## src/rtl/lvds_pkg.sv

```systemverilog
// Shared definitions for the modem LVDS I/Q link: sync/control framing, pair
// counter landmarks and transmit state encoding, reused by the lvds_rx sync check.
package lvds_pkg;

  localparam logic [1:0] I_SYNC = 2'b10;
  localparam logic [1:0] Q_SYNC = 2'b01;

  localparam int FRAME_PAIRS   = 16;
  localparam int PREFETCH_PAIR = 13;
  localparam int PAIR_CNT_W    = $clog2(FRAME_PAIRS);

  typedef logic [PAIR_CNT_W-1:0] pair_cnt_t;

  // FIFO read data lands one pair after the prefetch strobe; the last pair decides wrap or idle.
  localparam pair_cnt_t PREFETCH_CNT = pair_cnt_t'(PREFETCH_PAIR);
  localparam pair_cnt_t CAPTURE_CNT  = pair_cnt_t'(PREFETCH_PAIR + 1);
  localparam pair_cnt_t LAST_CNT     = pair_cnt_t'(FRAME_PAIRS - 1);

  typedef enum logic [1:0] {
    IDLE  = 2'd0,
    FETCH = 2'd1,
    TX    = 2'd2
  } state_e;

  function automatic logic [31:0] build_frame(input logic [12:0] i_val, input logic [12:0] q_val);
    return {I_SYNC, i_val, 1'b0, Q_SYNC, q_val, 1'b0};
  endfunction

endpackage

```

## src/rtl/lvds_tx_if.sv

```systemverilog
// TX complex_fifo read port: master is the puller (lvds_tx), slave is the FIFO.
interface lvds_tx_if;

  logic        fifo_empty;
  logic        fifo_pull;
  logic [31:0] fifo_pulled_data;

  modport master (
    output fifo_pull,
    input  fifo_empty,
    input  fifo_pulled_data
  );

  modport slave (
    input  fifo_pull,
    output fifo_empty,
    output fifo_pulled_data
  );

endinterface

```

## src/rtl/lvds_tx.sv

```systemverilog
// LVDS I/Q serialiser: 2 cycles from first pull to first DDR pair, then 16 pairs per word.
// Pulls only when enabled and the FIFO is non-empty; an empty FIFO at prefetch ends the stream.
module lvds_tx
  import lvds_pkg::*;
#(
  parameter int UNDERRUN_W = 8
) (
  input  logic                  i_ddr_clk,
  input  logic                  i_reset,
  input  logic                  i_tx_en,
  lvds_tx_if.master             fifo,
  output logic [1:0]            o_ddr_data,
  output logic                  o_busy,
  output logic [UNDERRUN_W-1:0] o_underrun_count
);

  state_e                state_q, state_d;
  pair_cnt_t             cnt_q, cnt_d;
  logic [31:0]           shift_q, shift_d;
  logic [31:0]           next_frame_q, next_frame_d;
  logic                  pend_q, pend_d;
  logic                  next_vld_q, next_vld_d;
  logic [1:0]            ddr_q, ddr_d;
  logic [UNDERRUN_W-1:0] urun_q, urun_d;

  logic        can_pull;
  logic        pull;
  logic [31:0] pulled_frame;
  logic        unused_data_bits;

  assign can_pull     = i_tx_en && !fifo.fifo_empty;
  assign pulled_frame = build_frame(fifo.fifo_pulled_data[28:16], fifo.fifo_pulled_data[12:0]);
  assign unused_data_bits = ^{fifo.fifo_pulled_data[31:29], fifo.fifo_pulled_data[15:13]};

  always_comb begin
    state_d      = state_q;
    cnt_d        = cnt_q;
    shift_d      = shift_q;
    next_frame_d = next_frame_q;
    pend_d       = pend_q;
    next_vld_d   = next_vld_q;
    ddr_d        = ddr_q;
    urun_d       = urun_q;
    pull         = 1'b0;

    case (state_q)
      IDLE: begin
        ddr_d = 2'b00;
        cnt_d = '0;
        if (can_pull) begin
          pull    = 1'b1;
          state_d = FETCH;
        end
      end

      FETCH: begin
        ddr_d   = pulled_frame[31:30];
        shift_d = {pulled_frame[29:0], 2'b00};
        cnt_d   = '0;
        state_d = TX;
      end

      TX: begin
        // cnt_q is the pair currently on the pins; shift_q already holds the following pair.
        ddr_d   = shift_q[31:30];
        shift_d = {shift_q[29:0], 2'b00};
        cnt_d   = cnt_q + 1'b1;

        if (cnt_q == PREFETCH_CNT) begin
          if (can_pull) begin
            pull   = 1'b1;
            pend_d = 1'b1;
          end else if (i_tx_en && !(&urun_q)) begin
            urun_d = urun_q + 1'b1;
          end
        end

        if (cnt_q == CAPTURE_CNT && pend_q) begin
          next_frame_d = pulled_frame;
          next_vld_d   = 1'b1;
          pend_d       = 1'b0;
        end

        if (cnt_q == LAST_CNT) begin
          cnt_d = '0;
          if (next_vld_q) begin
            ddr_d      = next_frame_q[31:30];
            shift_d    = {next_frame_q[29:0], 2'b00};
            next_vld_d = 1'b0;
          end else begin
            ddr_d   = 2'b00;
            state_d = IDLE;
          end
        end
      end

      default: begin
        ddr_d   = 2'b00;
        cnt_d   = '0;
        state_d = IDLE;
      end
    endcase
  end

  always_ff @(posedge i_ddr_clk) begin
    if (i_reset) begin
      state_q      <= IDLE;
      cnt_q        <= '0;
      shift_q      <= '0;
      next_frame_q <= '0;
      pend_q       <= 1'b0;
      next_vld_q   <= 1'b0;
      ddr_q        <= 2'b00;
      urun_q       <= '0;
    end else begin
      state_q      <= state_d;
      cnt_q        <= cnt_d;
      shift_q      <= shift_d;
      next_frame_q <= next_frame_d;
      pend_q       <= pend_d;
      next_vld_q   <= next_vld_d;
      ddr_q        <= ddr_d;
      urun_q       <= urun_d;
    end
  end

  assign fifo.fifo_pull   = pull && !i_reset;
  assign o_ddr_data       = ddr_q;
  assign o_busy           = (state_q != IDLE);
  assign o_underrun_count = urun_q;

endmodule
```

## src/flat_wrapper.sv

```systemverilog
// flat-port wrapper written by rule: the top's interface ports become plain ports
module lvds_tx_flat import lvds_pkg::*;
#(
  parameter int UNDERRUN_W = 8
)
  (i_ddr_clk, i_reset, i_tx_en, o_ddr_data, o_busy, o_underrun_count, fifo_fifo_pull, fifo_fifo_empty, fifo_fifo_pulled_data);
  lvds_tx_if fifo_i ();
  input  logic i_ddr_clk;
  input  logic i_reset;
  input  logic i_tx_en;
  output logic [1:0] o_ddr_data;
  output logic o_busy;
  output logic [UNDERRUN_W-1:0] o_underrun_count;
  output wire logic [$bits(fifo_i.fifo_pull)-1:0] fifo_fifo_pull;
  input wire logic [$bits(fifo_i.fifo_empty)-1:0] fifo_fifo_empty;
  input wire logic [$bits(fifo_i.fifo_pulled_data)-1:0] fifo_fifo_pulled_data;
  assign fifo_fifo_pull = fifo_i.fifo_pull;
  assign fifo_i.fifo_empty = fifo_fifo_empty;
  assign fifo_i.fifo_pulled_data = fifo_fifo_pulled_data;
  lvds_tx #(.UNDERRUN_W(UNDERRUN_W)) u_core (.i_ddr_clk(i_ddr_clk), .i_reset(i_reset), .i_tx_en(i_tx_en), .fifo(fifo_i), .o_ddr_data(o_ddr_data), .o_busy(o_busy), .o_underrun_count(o_underrun_count));
endmodule
```

## config.mk

```make
export PLATFORM = sky130hd
export DESIGN_NAME = lvds_tx_flat
export DESIGN_NICKNAME = d
export VERILOG_FILES = /design/src/rtl/lvds_pkg.sv /design/src/rtl/lvds_tx_if.sv /design/src/rtl/lvds_tx.sv /design/src/flat_wrapper.sv
export SDC_FILE = /design/constraint.sdc
export NUM_CORES = 1
export LEC_CHECK = 0
export BUFFER_PORTS_ARGS = -buffer_cell sky130_fd_sc_hd__buf_2
export CORE_AREA = 3 3 142 89
export CTS_BUF_LIST = sky130_fd_sc_hd__clkbuf_4 sky130_fd_sc_hd__clkbuf_8
export DETAILED_ROUTE_END_ITERATION = 7
export DIE_AREA = 0 0 145 92
export PLACE_DENSITY = 0.49
export SYNTH_ARGS = -nofsm -noshare
export SYNTH_HDL_FRONTEND = slang
export SYNTH_SLANG_ARGS = --single-unit
```

## constraint.sdc

```tcl
create_clock -name i_ddr_clk -period 1.82 [get_ports i_ddr_clk]
set_input_delay 0.364 -clock i_ddr_clk [delete_from_list [all_inputs] [get_ports i_ddr_clk]]
set_output_delay 0.364 -clock i_ddr_clk [all_outputs]
set_load 0.03 [all_outputs]
```

==> flow_summary.json <==
{
  "syn_area_sq_um": 3411,
  "min_path_type": "primary input to register",
  "setup_violations": 1,
  "placed_area_sq_um": 3860,
  "ys_async_sr_fraction": 0,
  "worst-setup-path-type": "register to output port",
  "vdd_drop_max_uv": 309.0,
  "num_rows": 30,
  "clockRootBuffer": "clkbuf_8",
  "synth_ff_type": "dfxtp_1",
  "io_pins": 48,
  "grt-ovfl-total": 0,
  "h-tree-depth": 3,
  "final_layout_size_suffix_gt1_frac": 0.2067,
  "p_per_area_nw_per_um2": 865.4,
  "place_inst": 616,
  "stdcell_area_sq_um": 4219,
  "numPortBuffers": 41,
  "drt_iter0_drc": 191,
  "cts.path.max_buffers": 2,
  "cap_violations": 0,
  "syn_area_per_cell_sq_um": 7.895,
  "nets": 518,
  "cts_tree": "done",
  "yosys_warnings": 0,
  "grt_pass1_wl_mm": 14.72,
  "violations": "setup timing",
  "relSlewSlack": 0.7451,
  "drv_slew": 0,
  "place_hpwl_mm": 5.607,
  "wl_mm": 8.768,
  "track_usage": 0.1364,
  "seq_power_share": 0.469,
  "hold_buffers": 0,
  "ys_ff_latch": 74,
  "synthCells": 432,
  "insertion_delay_ns": 0.35,
  "fin_skew_ns": 0.009373,
  "clk_pin_slew_ns": 0.08,
  "cp.required_ns": 1.46,
  "synth_commonest_cells": "94 x nand2_1, 74 x dfxtp_1, 40 x a21oi_1",
  "area_growth_pct": 23.70,
  "synth_edf_count": 0,
  "wl_per_cell_um": 13.72,
  "outcome": "complete, but fails checks",
  "fin_crit_ns": 1.873,
  "synth_nets": 476,
  "dieArea_sq_um": 13340,
  "ant_nets": 0,
  "final-hold-violation-count": 0,
  "vias": 3067,
  "worst_pin_slew_ns": 0.3824,
  "ys_seq_area_frac": 0.4343,
  "ys_types": 42,
  "synth_most_common_cell": "nand2_1",
  "path_max_fanout": 3,
  "power_leakage_nw": 1.534,
  "startpoint_type": "register",
  "dr.pass1.iters": 4,
  "via_per_inst": 4.800,
  "holdWs_ns": 0.2534,
  "grt_start_max_net_pins": 39,
  "synth_area_leader_cell": "dfxtp_1",
  "swShare": 0.2292,
  "place.gp.congestion": 0.7860,
  "end_kind": "output port",
  "finalCritPeriodShare": 1.029,
  "arrival_ns": 1.51,
  "start_util": 0.3019,
  "fin_cells": 639,
  "synthTopCellsByArea": "dfxtp_1 43%, nand2_1 10%, a21oi_1 5.9%",
  "cts.sinks": 74,
  "power_frac_comb": 0.095,
  "fin_ws_ns": -0.05271,
  "die_h_um": 92,
  "numCtsBuffers": 9,
  "diodes": 0,
  "antenna_found_initial": 0,
  "max_freq_mhz": 534.0,
  "p_sw_uw": 836.8,
  "synth_top_area_frac": 0.4343,
  "clkPwrFrac": 0.437,
  "die-width_um": 145,
  "totalNegativeSetupSlack_ns": -0.05271,
  "internal_power_mw": 2.814,
  "core_sq_um": 11300,
  "route.detailed.drc": 0,
  "rsz0062_at_grt": "true",
  "nFillCells": 1197,
  "grt_pass1_vias": 2861
}
[layout make-up]
class	instances	area [sq um]	area share
multi-input combinational	315	1795	0.4256
timing repair buffer	65	449.2	0.1065
clock inverter	5	100.1	0.02372
tap	160	200.2	0.04745
sequential	74	1489	0.3529
clock buffer	11	151.4	0.03588
inverter	9	33.78	0.008007
[through the flow]
stage | setup slack (ns) | power (mW) | util
3_5_place_dp | -0.0002162 | 2.080 | 0.3416
3_3_place_gp | 0.04593 | 2.077 | 0.3416
5_1_grt | -0.1328 | 3.843 | 0.3734
6_report | -0.05271 | 3.651 | 0.3734
4_1_cts | -0.05624 | 3.710 | 0.3707
2_1_floorplan | 0.01561 | 1.958 | -
[routing by layer]
layer	track usage	share of wire	up-vias
met5	0	0	-
met4	0.03083	0.0032	0
met3	0.04444	0.041	2
met2	0.2009	0.42	45
met1	0.1938	0.53	1450
li1	-	-	1570
[cell families after synthesis]
family                   count (synthesis)  share of synthesized area
multiplexers                             2                   0.006236
flip-flops                              74                     0.4343
AO/OA/AOI/OAI                          102                     0.1933
XOR/XNOR                                 2                   0.005137
adder cells (fa/ha/maj)                  8                    0.02935
AND/OR/NAND/NOR                        201                     0.2781
buffers and inverters                   43                    0.05356
[power by group through the flow]
| stage | clock, mW | combinational [mW] | sequential, mW |
|---|---|---|---|
| 4_1_cts | 1.65 | 0.347 | 1.71 |
| 3_5_place_dp | 0 | 0.330 | 1.75 |
| 5_1_grt | 1.73 | 0.392 | 1.72 |
| 2_1_floorplan | 0 | 0.215 | 1.74 |
| 6_report | 1.59 | 0.346 | 1.71 |
| 3_3_place_gp | 0 | 0.329 | 1.75 |
[critical path, stage by stage, from the launching register on]
cell and delay [ns]:
dfxtp_2 0.33, inv_2 0.08, buf_4 0.11, ha_1 0.17, inv_2 0.07, a211oi_4 0.24, buf_6 0.16
[worst paths after layout]
kind	start	to	slack (ns)	depth (start not counted)
worst max-delay path	u_core.state_q[0]$_SDFFE_PP0P_	fifo_fifo_pull	-0.05	6
worst max register to register	u_core.state_q[0]$_SDFFE_PP0P_	u_core.o_underrun_count[1]$_SDFFE_PP0P_	0.08	8
worst min-delay path	fifo_fifo_pulled_data[19]	u_core.next_frame_q[20]$_SDFFE_PP0P_	0.25	3
worst min register to register	u_core.shift_q[30]$_SDFFE_PP0P_	u_core.o_ddr_data[0]$_SDFF_PP0_	0.45	2
[placed cells by master, fill, tap and decap left out, types with 4 or more instances in the layout]
cell type and instances:
buf_2 40, nand3_1 7, o21ai_0 22, nor3_1 6
nor2_1 36, o22ai_1 6, buf_12 4, nand2_1 94
inv_1 7, a21oi_1 40, nand4_1 4, buf_4 18
a311o_1 18, dfxtp_1 70, and2_1 6, clkbuf_8 11
nand2b_1 29, a311oi_1 7, ha_1 7
[what timing repair did]
| action | CTS | global route |
|---|---|---|
| gates resized for setup | 9 | 8 |
| endpoints found under the setup margin | 2 | 8 |
| setup buffers | 7 | 0 |
| pin swaps | 3 | 3 |
[flip-flops by register name (all words and copies together) (netlist names)]
| name | cells |
|---|---|
| u_core.cnt_q | 4 |
| u_core.next_vld_q | 1 |
| u_core.o_ddr_data | 2 |
| u_core.next_frame_q | 27 |
| u_core.state_q | 2 |
| u_core.pend_q | 1 |
| u_core.shift_q | 29 |
| u_core.o_underrun_count | 8 |
No activity file was read; power rests on OpenSTA's default activity.
